### src/rtl/alu_seq_ctrl.sv
// Multi-cycle instruction sequencer for a register-file ALU datapath.
// It takes one 16-bit instruction, decodes it, waits one ALU settle cycle, then writes back.
module alu_seq_ctrl #(
  parameter logic [4:0]  CMP_OPCODE = 5'b01011,
  parameter logic [15:0] NOP_INST   = 16'h0000
) (
  input  logic        Clk,
  input  logic        Rst,
  input  logic        InstValid,
  input  logic [15:0] Inst,
  output logic        InstReady,
  output logic [3:0]  RdestRegLoc,
  output logic [3:0]  RsrcRegLoc,
  output logic [15:0] Imm,
  output logic        Imm_s,
  output logic [4:0]  OpCode,
  output logic        En,
  input  logic [4:0]  AluFlags,
  output logic [4:0]  FlagsReg,
  output logic        Done,
  output logic        Busy
);

  typedef enum logic [1:0] {
    IDLE   = 2'd0,
    DECODE = 2'd1,
    EXEC   = 2'd2,
    WB     = 2'd3
  } state_t;

  state_t      r_state;
  state_t      w_state_next;
  logic [15:0] r_inst;
  logic        r_nop;
  logic [3:0]  r_rdest;
  logic [3:0]  r_rsrc;
  logic [15:0] r_imm;
  logic        r_imm_s;
  logic [4:0]  r_opcode;
  logic [4:0]  r_flags;
  logic        w_accept;
  logic        w_decode;
  logic        w_wb;
  logic        w_reg_form;
  logic [15:0] w_imm_sext;

  assign w_reg_form = (r_inst[15:12] == 4'h0);
  assign w_imm_sext = {{8{r_inst[7]}}, r_inst[7:0]};

  always_ff @(posedge Clk or posedge Rst) begin
    if (Rst) begin
      r_state <= IDLE;
    end else begin
      r_state <= w_state_next;
    end
  end

  always_comb begin
    w_state_next = r_state;
    w_accept     = 1'b0;
    w_decode     = 1'b0;
    w_wb         = 1'b0;
    InstReady    = 1'b0;
    Done         = 1'b0;
    case (r_state)
      IDLE: begin
        InstReady = 1'b1;
        if (InstValid) begin
          w_accept     = 1'b1;
          w_state_next = DECODE;
        end
      end
      DECODE: begin
        w_decode     = 1'b1;
        w_state_next = EXEC;
      end
      EXEC: begin
        w_state_next = WB;
      end
      WB: begin
        w_wb         = 1'b1;
        Done         = 1'b1;
        w_state_next = IDLE;
      end
      default: begin
        w_state_next = IDLE;
      end
    endcase
  end

  // Operand registers change only in DECODE, so they hold through EXEC, WB and IDLE.
  always_ff @(posedge Clk or posedge Rst) begin
    if (Rst) begin
      r_inst   <= 16'h0000;
      r_nop    <= 1'b0;
      r_rdest  <= 4'h0;
      r_rsrc   <= 4'h0;
      r_imm    <= 16'h0000;
      r_imm_s  <= 1'b0;
      r_opcode <= 5'b00000;
      r_flags  <= 5'b00000;
    end else begin
      if (w_accept) begin
        r_inst <= Inst;
      end
      if (w_decode) begin
        r_nop   <= (r_inst == NOP_INST);
        r_rdest <= r_inst[11:8];
        if (w_reg_form) begin
          r_opcode <= {1'b0, r_inst[7:4]};
          r_rsrc   <= r_inst[3:0];
          r_imm    <= 16'h0000;
          r_imm_s  <= 1'b0;
        end else begin
          r_opcode <= {1'b0, r_inst[15:12]};
          r_rsrc   <= 4'h0;
          r_imm    <= w_imm_sext;
          r_imm_s  <= 1'b1;
        end
      end
      if (w_wb && !r_nop) begin
        r_flags <= AluFlags;
      end
    end
  end

  assign En          = w_wb & ~r_nop & (r_opcode != CMP_OPCODE);
  assign Busy        = ~InstReady;
  assign RdestRegLoc = r_rdest;
  assign RsrcRegLoc  = r_rsrc;
  assign Imm         = r_imm;
  assign Imm_s       = r_imm_s;
  assign OpCode      = r_opcode;
  assign FlagsReg    = r_flags;

endmodule

### config.mk
export PLATFORM = sky130hd
export DESIGN_NAME = alu_seq_ctrl
export DESIGN_NICKNAME = d
export VERILOG_FILES = /design/src/rtl/alu_seq_ctrl.sv
export SDC_FILE = /design/constraint.sdc
export NUM_CORES = 1
export LEC_CHECK = 0
export ABC_AREA = 1
export ABC_CLOCK_PERIOD_IN_PS = 3100
export BUFFER_PORTS_ARGS = -buffer_cell sky130_fd_sc_hd__buf_2
export CORE_MARGIN = 2
export CORE_UTILIZATION = 56
export CTS_BUF_LIST = sky130_fd_sc_hd__clkbuf_8
export DETAILED_ROUTE_END_ITERATION = 6
export HOLD_SLACK_MARGIN = 0.03
export PLACE_DENSITY = 0.87
export SLEW_MARGIN = 25
export SYNTH_ARGS = -nofsm -noshare
export SYNTH_HDL_FRONTEND = slang
export SYNTH_SLANG_ARGS = --single-unit
### constraint.sdc
create_clock -name Clk -period 3.1 [get_ports Clk]
set_input_delay 0.31 -clock Clk [delete_from_list [all_inputs] [get_ports Clk]]
set_output_delay 0.31 -clock Clk [all_outputs]
set_load 0.005 [all_outputs]
==> flow_summary.toml <==
[global_route]
grt-ovfl-total = 0
grt_usage = 0.204
grt_pass1_wl_um = 6190
grt_max_degree = 46
first_global_vias = 1365
grt_antenna_before_repair = 0

[layout]
area_delta_synth_final_pct = 18.3
finalNonFillerCells = 299
n_antenna_cell = 0
multi_input_area_um2 = 683
finalInstanceArea_mm2 = 0.00230
fin_nets = 280
fillerInstances = 283
final_layout_size_suffix_gt1_frac = 0.324
seq_area_mm2 = 0.00113

[sta]
worstMarginPinSlew_ps = 667
slew_violations = 0
hold_viol = 0
fin_tns_setup_ps = 0
max_freq_mhz = 531
finalSetupViolCount = 0
timing.final.ws_setup_ps = 1220
finalCriticalPeriod_ps = 1880
rsz0062_at_grt = "no"
timing.slew.headroom = 0.555
min_period_over_period = 0.608
fin_skew_ps = 8.12

[worst_hold_path]
min_path_type = "input port to asynchronous set/reset pin"

[logic_synthesis]
synth_nets = 224
synth-main-ff-cell = "dfrtp_1"
ys_top_cells_by_count = "nand2_1, dfrtp_1, nor2_1"
synth_area_leaders = "dfrtp_1, nand2_1, mux2_2"
syn_avg_cell_area_um2 = 9.92
synth_top_family_by_area = "simple AND/OR/NAND/NOR gates"
synthSimpleGateAreaFrac = 0.188
synth_adder_area_share = 0.0257
synthMuxAreaShare = 0.0927
synth_edf_count = 0
synth.most_common_cell = "nand2_1"
syn_area_mm2 = 0.00194
synth_xor_area_frac = 0
synth_compound_gate_area_share = 0.0431
synth_cell_types = 18
yosysWarnings = 0
synthCells = 196
ys_async_sr_fraction = 1.00
yosys.area.top_type = "dfrtp_1"
ys_seq_area_frac = 0.579
ys_seq_elements = 45
synth_top_area_frac = 0.579

[cts]
clockBufferDepth = 2
clkTransAtPathRegs_ps = 80
cts_tree = "done"
root_buffer = "clkbuf_8"
post_cts_resized = 0
clock_latency_ps = 300
htree_levels = 2
cts_buffers = 5
clock-sinks = 45
postCtsHoldBufs = 0
post_cts_buffers = 0

[power_and_ir_drop]
power_density_mw_per_mm2 = 1010
leakage_nw = 1.29
ir_drop_v = 0.000525

[floorplan]
ios = 63
core_area_mm2 = 0.00334
dieHeight_um = 62.9
die_x_um = 62.9
die_area_mm2 = 0.00396
initial_core_util = 0.583
row_count = 21

[placement]
dpl.hpwl_um = 2650
placedCellCount = 291
place_congestion = 0.783
pre_cts_ws_ps = 1320
io_buffers = 61
dpl-instance-area_mm2 = 0.00222

[critical_path]
crit_chain = "ha_1, nand2_1, a41oi_1, buf_2"
crit_arrival_ps = 1570
timing.rr.end = "OpCode[2]$_DFFE_PP0N_"
crit_family = "flip-flops"
cp_slowest_stage_delay_ps = 390
worstSetupPathType = "flip-flop to output port"
cpMaxStageDelayCell = "dfrtp_1"
path_buf_inv = 1
crit_cells = 4
worstSetupEndpointType = "output port"
crit_path_start_kind = "flip-flop"
critPathMaxFanout = 7
required_ps = 2790
ff2ff_setup_slack_ps = 1290
regToRegStartpoint = "r_state[1]$_DFFE_PP0P_"
reg2regPathDepth = 5

[detailed_routing]
wl_per_cell_um = 12.1
drc = 0
wl_um = 3620
num_vias = 1443
viasPerCell = 4.83
detail-route-antenna-nets = 0
first_pass_iters = 4
drt_iter0_drc = 62

[outcome]
status = "finished clean"

[flow_run]
max_cap_violations = 0
[worst register-to-register path, cell delays in order (launching register included)]
cell and delay, ps:
dfrtp_1 400, inv_1 100, ha_1 440, inv_1 440
nor2_1 200, a22oi_1 80
[metal layers]
layer,vias up,global-route usage,wire [um]
li1,720,-,-
met1,677,0.269,1600
met2,40,0.322,1770
met3,6,0.0595,196
met4,0,0.0694,51
met5,-,0,0
[worst max-delay path by stage]
stage,from,to,slack [ps]
global placement,r_state[1]$_DFFE_PP0P_,OpCode[2]$_DFFE_PP0N_,1380
finish,r_state[0]$_DFFE_PP0P_,En,1220
floorplan,r_state[0]$_DFFE_PP0P_,r_inst[10]$_DFFE_PP0P_,1700
detailed placement,r_state[1]$_DFFE_PP0P_,OpCode[2]$_DFFE_PP0N_,1320
CTS,r_state[0]$_DFFE_PP0P_,En,1230
global route,r_state[0]$_DFFE_PP0P_,En,1040
[cell type report]
class | instances | area share
Clock buffer | 5 | 0.0299
Clock inverter | 3 | 0.00489
Inverter | 11 | 0.0179
Multi-Input combinational cell | 127 | 0.297
Sequential cell | 45 | 0.489
Tap cell | 46 | 0.0250
Timing Repair Buffer | 62 | 0.136
[flip-flops by register name, indices dropped and copies added, names as in the netlist]
name and flops:
OpCode 4, r_nop 1, RsrcRegLoc 4, FlagsReg 5, RdestRegLoc 4, r_inst 16, Imm 8, Imm_s 1
r_state 2
[kinds of logic after synthesis]
family,count (synthesis)
buffers and inverters,24
adders and majority gates,4
muxes,14
other,1
and+or+nand+nor,93
AOI/OAI and AO/OA,15
DFF,45
[cells in the final DEF (no fill, tap or decap), drive strengths merged]
| master | instances |
|---|---|
| nand2 | 65 |
| buf | 62 |
| dfrtp | 45 |
| nor2 | 21 |
| mux2 | 14 |
| inv | 13 |
| nand3 | 7 |
| a21oi | 7 |
| o21ai | 5 |
| clkbuf | 5 |
| ha | 4 |
| a22oi | 1 |
| a21boi | 1 |
| a41oi | 1 |
| clkinv | 1 |
| conb | 1 |
[where the power goes]
group          total, mW  switching (mW)  leakage, nW  internal (mW)
logic              0.916           0.475        0.686          0.441
clock network      0.335           0.184       0.0519          0.150
registers           1.08           0.209        0.548          0.869
[per-stage QoR]
stage          total power [mW]  utilization  hold WS (ps)
2_1_floorplan              1.70            -           449
3_3_place_gp               1.97        0.666           452
3_5_place_dp               2.01        0.666           454
4_1_cts                    2.34        0.690           144
5_1_grt                    2.53        0.690           172
6_report                   2.33        0.690           130
(Power assumes the default switching activity.)
